$ cat config.mk
export PLATFORM = sky130hd
export DESIGN_NAME = booth_product_accumulator
export DESIGN_NICKNAME = d
export VERILOG_FILES = /design/src/rtl/booth_product_accumulator.sv
export SDC_FILE = /design/constraint.sdc
export NUM_CORES = 1
export LEC_CHECK = 0
export ABC_AREA = 1
export CAP_MARGIN = 30
export CORE_UTILIZATION = 50
export CTS_CLUSTER_SIZE = 24
export DETAILED_ROUTE_END_ITERATION = 10
export PLACE_DENSITY = 0.83
export SYNTH_ARGS = -nofsm -noshare
export SYNTH_HDL_FRONTEND = slang
export SYNTH_SLANG_ARGS = --single-unit
$ cat constraint.sdc
create_clock -name clk -period 2.2 [get_ports clk]
set_clock_uncertainty 0.05 [all_clocks]
set_input_delay 0.44 -clock clk [delete_from_list [all_inputs] [get_ports clk]]
set_output_delay 0.44 -clock clk [all_outputs]
set_load 0.01 [all_outputs]
$ cat src/rtl/booth_product_accumulator.sv
`default_nettype none
// ============================================================================
// Module   : booth_product_accumulator
// Purpose  : Accumulates signed Booth-multiplier products into frames of up
//            to TERMS terms and presents each frame's sum, term count and
//            overflow flag on a valid/ready output port.
// Revision : 1.0 - initial release
// ============================================================================
module booth_product_accumulator #(
    parameter int PROD_W   = 16,
    parameter int ACC_W    = 24,
    parameter int TERMS    = 4,
    parameter int SATURATE = 1
) (
    input  logic                         clk,
    input  logic                         rst,
    input  logic                         in_valid,
    output logic                         in_ready,
    input  logic [PROD_W-1:0]            in_product,
    input  logic                         in_last,
    output logic                         out_valid,
    input  logic                         out_ready,
    output logic [ACC_W-1:0]             out_sum,
    output logic [$clog2(TERMS+1)-1:0]   out_count,
    output logic                         out_sat
);

    localparam int CNT_W = $clog2(TERMS + 1);
    localparam logic [CNT_W-1:0] c_cnt_last = CNT_W'(TERMS - 1);
    localparam logic [CNT_W-1:0] c_cnt_one  = CNT_W'(1);

    typedef enum logic [0:0] {
        ST_ACC  = 1'b0,
        ST_HOLD = 1'b1
    } state_t;

    state_t             r_state_q,     w_state_d;
    logic [ACC_W-1:0]   r_acc_q,       w_acc_d;
    logic [CNT_W-1:0]   r_cnt_q,       w_cnt_d;
    logic               r_sat_q,       w_sat_d;
    logic               r_out_valid_q, w_out_valid_d;
    logic [ACC_W-1:0]   r_out_sum_q,   w_out_sum_d;
    logic [CNT_W-1:0]   r_out_count_q, w_out_count_d;
    logic               r_out_sat_q,   w_out_sat_d;

    logic [ACC_W:0]     w_acc_ext;
    logic [ACC_W:0]     w_prod_ext;
    logic [ACC_W:0]     w_sum;
    logic               w_ovf;
    logic [ACC_W-1:0]   w_sum_fix;
    logic               w_accept;
    logic               w_close;

    // Ready comes only from the registered state so downstream stall never
    // forms a combinational path back to the multiplier.
    assign in_ready = (r_state_q == ST_ACC) && !rst;

    // One guard bit above the accumulator: overflow shows as the top two
    // bits of the widened sum disagreeing.
    assign w_acc_ext  = {r_acc_q[ACC_W-1], r_acc_q};
    assign w_prod_ext = {{(ACC_W + 1 - PROD_W){in_product[PROD_W-1]}}, in_product};
    assign w_sum      = w_acc_ext + w_prod_ext;
    assign w_ovf      = w_sum[ACC_W] ^ w_sum[ACC_W-1];

    generate
        if (SATURATE != 0) begin : g_saturate
            localparam logic [ACC_W-1:0] c_acc_max = {1'b0, {(ACC_W-1){1'b1}}};
            localparam logic [ACC_W-1:0] c_acc_min = {1'b1, {(ACC_W-1){1'b0}}};
            // The guard bit holds the true sign, so it picks the bound to clamp to.
            assign w_sum_fix = !w_ovf ? w_sum[ACC_W-1:0]
                                      : (w_sum[ACC_W] ? c_acc_min : c_acc_max);
        end else begin : g_wrap
            assign w_sum_fix = w_sum[ACC_W-1:0];
        end
    endgenerate

    assign w_accept = in_valid && in_ready;
    assign w_close  = w_accept && (in_last || (r_cnt_q == c_cnt_last));

    // Next-state: accumulate in ACC, latch the result on the closing term,
    // then wait in HOLD until the consumer takes it.
    always_comb begin
        w_state_d     = r_state_q;
        w_acc_d       = r_acc_q;
        w_cnt_d       = r_cnt_q;
        w_sat_d       = r_sat_q;
        w_out_valid_d = r_out_valid_q;
        w_out_sum_d   = r_out_sum_q;
        w_out_count_d = r_out_count_q;
        w_out_sat_d   = r_out_sat_q;
        case (r_state_q)
            ST_ACC: begin
                if (w_accept) begin
                    w_acc_d = w_sum_fix;
                    w_cnt_d = r_cnt_q + c_cnt_one;
                    w_sat_d = r_sat_q | w_ovf;
                end
                if (w_close) begin
                    w_out_valid_d = 1'b1;
                    w_out_sum_d   = w_sum_fix;
                    w_out_count_d = r_cnt_q + c_cnt_one;
                    w_out_sat_d   = r_sat_q | w_ovf;
                    w_state_d     = ST_HOLD;
                end
            end
            ST_HOLD: begin
                if (r_out_valid_q && out_ready) begin
                    w_out_valid_d = 1'b0;
                    w_acc_d       = '0;
                    w_cnt_d       = '0;
                    w_sat_d       = 1'b0;
                    w_state_d     = ST_ACC;
                end
            end
            default: w_state_d = ST_ACC;
        endcase
    end

    // State and result registers; reset discards any partial or pending frame.
    always_ff @(posedge clk or posedge rst) begin
        if (rst) begin
            r_state_q     <= ST_ACC;
            r_acc_q       <= '0;
            r_cnt_q       <= '0;
            r_sat_q       <= 1'b0;
            r_out_valid_q <= 1'b0;
            r_out_sum_q   <= '0;
            r_out_count_q <= '0;
            r_out_sat_q   <= 1'b0;
        end else begin
            r_state_q     <= w_state_d;
            r_acc_q       <= w_acc_d;
            r_cnt_q       <= w_cnt_d;
            r_sat_q       <= w_sat_d;
            r_out_valid_q <= w_out_valid_d;
            r_out_sum_q   <= w_out_sum_d;
            r_out_count_q <= w_out_count_d;
            r_out_sat_q   <= w_out_sat_d;
        end
    end

    assign out_valid = r_out_valid_q;
    assign out_sum   = r_out_sum_q;
    assign out_count = r_out_count_q;
    assign out_sat   = r_out_sat_q;

endmodule
`default_nettype wire

==> impl_metrics.py <==
metrics = {
    "outcome": {
        "outcome": "complete, but fails checks",
        "violations": "setup timing",
    },
    "route": {
        "drtIter0Drc": 444,
        "firstDrtPassIters": 6,
        "drt-total-wl_um": 15700,
        "vias_per_cell": 5.65,
        "ant_nets": 0,
        "route.vias.total": 4998,
        "wl_per_cell_um": 17.8,
        "drc": 0,
    },
    "clock_network": {
        "clock_path_buffers": 2,
        "cts_inserted_buffers": 9,
        "cts_max_level": 3,
        "cts_tree": "done",
        "clkLatencyLatePin_ns": 0.34,
        "clk_pin_slew_ns": 0.08,
        "hold_buffers": 0,
        "cts_root_buffer": "clkbuf_8",
        "clock-sinks": 58,
    },
    "die": {
        "die_y_um": 93.7,
        "die_w_um": 93.7,
        "floorplan.die_area_um2": 8780,
        "fp.coreArea_um2": 8180,
        "rows": 33,
        "start_util_pct": 51.4,
        "io_pins": 51,
    },
    "layout": {
        "fin_util_pct": 77.2,
        "fin_nets": 824,
        "drive_gt1_share_pct": 33.6,
        "num_antenna_cells": 0,
        "area_delta_synth_final_pct": 50.2,
    },
    "grt": {
        "antenna_found_initial": 0,
        "grt_pass1_vias": 4766,
        "grt_max_degree": 37,
        "grt-ovfl-total": 0,
        "grt_use_total_pct": 36.3,
        "grt_pass1_wl_um": 24100,
    },
    "power": {
        "ir_drop_v": 0.00109,
        "leakagePower_uw": 0.00335,
        "p_per_area_nw_per_um2": 1640,
    },
    "setup_path": {
        "cp.depth": 17,
        "crit_path_start_kind": "flip-flop",
        "timing.rr.end": "out_sum[10]",
        "arrival_ns": 2.65,
        "crit_type": "flip-flop to flip-flop",
        "critPathTopFamily": "simple AND/OR/NAND/NOR gates",
        "cp_num_buf_inv": 2,
        "slowest_stage": "fa_2",
        "critical_path_peak_fanout": 7,
        "worstReg2RegStart": "r_acc_q[0]",
        "cp_cell_sequence": "ha_2 > inv_2 > fa_2 > inv_2 > nand2_4 > nand2_4 > nand3_2 > nand2_2 > nand2_2 > nand3_2 > nand2_2 > nand2_8 > nand2_8 > nand2_2 > nand2_4 > nand2_1 > nand2_1",
        "slowest_delay_ns": 0.41,
        "cp.required_ns": 2.37,
        "reg2regPathDepth": 17,
        "reg2reg_slack_ns": -0.28,
        "endpoint_kind": "flip-flop",
        "cpMostUsedCell": "nand2_2",
    },
    "flow_run": {
        "maxCapViolations": 0,
    },
    "timing": {
        "setup-tns-final_ns": -10.70,
        "rsz0062_at_grt": "yes",
        "worst_pin_slew_ns": 0.785,
        "max_clock_freq_mhz": 403,
        "max_slew_margin_pct": 47.6,
        "setup_slack_ns": -0.284,
        "setup_viol": 49,
        "post-route-period-util_pct": 113,
        "hold_viol_final": 0,
        "worst_hold_slack_ns": 0.428,
        "fin_crit_ns": 2.48,
        "drv_slew": 0,
    },
    "synth": {
        "synth-edff-count": 0,
        "syn-cell-area_um2": 4200,
        "synth-seq-cells": 58,
        "ys_async_sr_fraction_pct": 100,
        "yosysUniqueCellTypes": 33,
        "synth_cells": 609,
        "synthFlopType": "dfrtp_1",
        "synth_nets": 657,
        "ys_warn_count": 0,
        "syn_area_per_cell_um2": 6.90,
        "seq_area_frac_synth_pct": 34.5,
    },
    "placed_design": {
        "dp_hpwl_um": 10200,
        "io_buffers": 50,
        "place_congestion": 0.947,
    },
    "min_path": {
        "hold_class": "flip-flop to flip-flop",
        "min_from": "out_sum[2]",
        "worstHoldEndpoint": "out_sum[2]",
        "whs_path_depth": 2,
    },
}
-- power breakdown --
part	switching, uW	internal [uW]
clock	456	429
sequential	435	1540
combinational	4090	3390
total	4980	5360
-- final cells by class --
cell class | instances | area (um2)
clock buffers | 10 | 138
clock inverters | 5 | 31.3
fillers | 525 | 1860
inverters | 61 | 229
multi-input cells | 479 | 2940
flip-flops and latches | 58 | 1450
well taps | 105 | 131
repair buffers | 167 | 1400
-- Yosys cell counts (8+ instances only) --
| master | number | area share, % |
|---|---|---|
| nand2_1 | 262 | 23 |
| inv_1 | 60 | 5.4 |
| dfrtp_1 | 58 | 35 |
| nand2_2 | 38 | 5.7 |
| nor2_1 | 28 | 2.5 |
| ha_1 | 26 | 7.7 |
| a21oi_1 | 22 | 2.6 |
| nand3_1 | 19 | 2.3 |
| o21ai_0 | 19 | 2.3 |
| nand4_1 | 14 | 2.1 |
| xor2_1 | 8 | 1.7 |
-- worst register-to-register path: stages (launching register included) --
cell,delay (ns)
dfrtp_1,0.35
ha_2,0.21
inv_2,0.06
fa_2,0.41
inv_2,0.11
nand2_4,0.08
nand2_4,0.07
nand3_2,0.07
nand2_2,0.11
nand2_2,0.08
nand3_2,0.08
nand2_2,0.09
nand2_8,0.13
nand2_8,0.13
nand2_2,0.13
nand2_4,0.07
nand2_1,0.06
nand2_1,0.08
-- worst max-delay path by stage --
stage,startpoint,end,slack [ns]
detailed placement,in_product[15],out_sum[17],-1.11
floorplan,in_product[0],r_acc_q[15],0.003
global placement,in_product[15],out_sum[21],-1.00
finish,r_acc_q[0],out_sum[10],-0.28
CTS,r_acc_q[0],out_sum[18],-0.1
global route,r_acc_q[0],out_sum[10],-0.32
-- state kept, by name, indices dropped and copies added (netlist names) --
name / cells
r_state_q: 1
r_acc_q: 24
out_count: 3
r_sat_q: 1
out_valid: 1
r_cnt_q: 3
out_sum: 24
out_sat: 1
-- through the flow --
| stage | area (um2) | worst slack (ns) | instances | power [uW] |
|---|---|---|---|---|
| finish | 6310 | -0.284 | 885 | 10300 |
| CTS | 6160 | -0.0965 | 880 | 9620 |
| global placement | 5540 | -1.00 | 856 | 7640 |
| detailed placement | 5540 | -1.11 | 856 | 7780 |
| global route | 6310 | -0.320 | 885 | 10900 |
| floorplan | 4210 | 0.00348 | 609 | 5220 |
-- cell families after synthesis --
family,Yosys count,synth area share (%)
compound gates,56,7.44
xor+xnor,14,2.92
fa+ha+maj,27,8.21
buf+inv,74,7.86
flops,58,34.5
simple gates,380,39.0
-- metal layers --
layer  track usage (%)  wire length (um)
met1              47.1              6230
met2              59.7              7290
met3              5.91              1430
met4              15.5               775
met5                 0                 0
-- timing repair --
action / in CTS / in global routing
gates resized for setup: 81 / 36
pin swaps: 27 / 18
gates cloned: 3 / 0
setup endpoints to repair: 50 / 50
buffers inserted: 6 / 5
-- placed cells by master (no fill, tap or decap), drive strengths merged --
cell,count
nor3,4
nand2,304
and2,2
buf,117
o21a,1
clkdlybuf4s50,34
fa,1
nand3,20
xor2,8
xnor2,6
dlygate4sd2,15
nor2,35
or2,3
o21bai,6
o22ai,1
inv,60
clkinv,5
nand4,14
ha,26
a21oi,24
a31oi,2
dfrtp,58
o21ai,22
clkinvlp,1
clkbuf,11
Power figures use the tool's default switching activity.
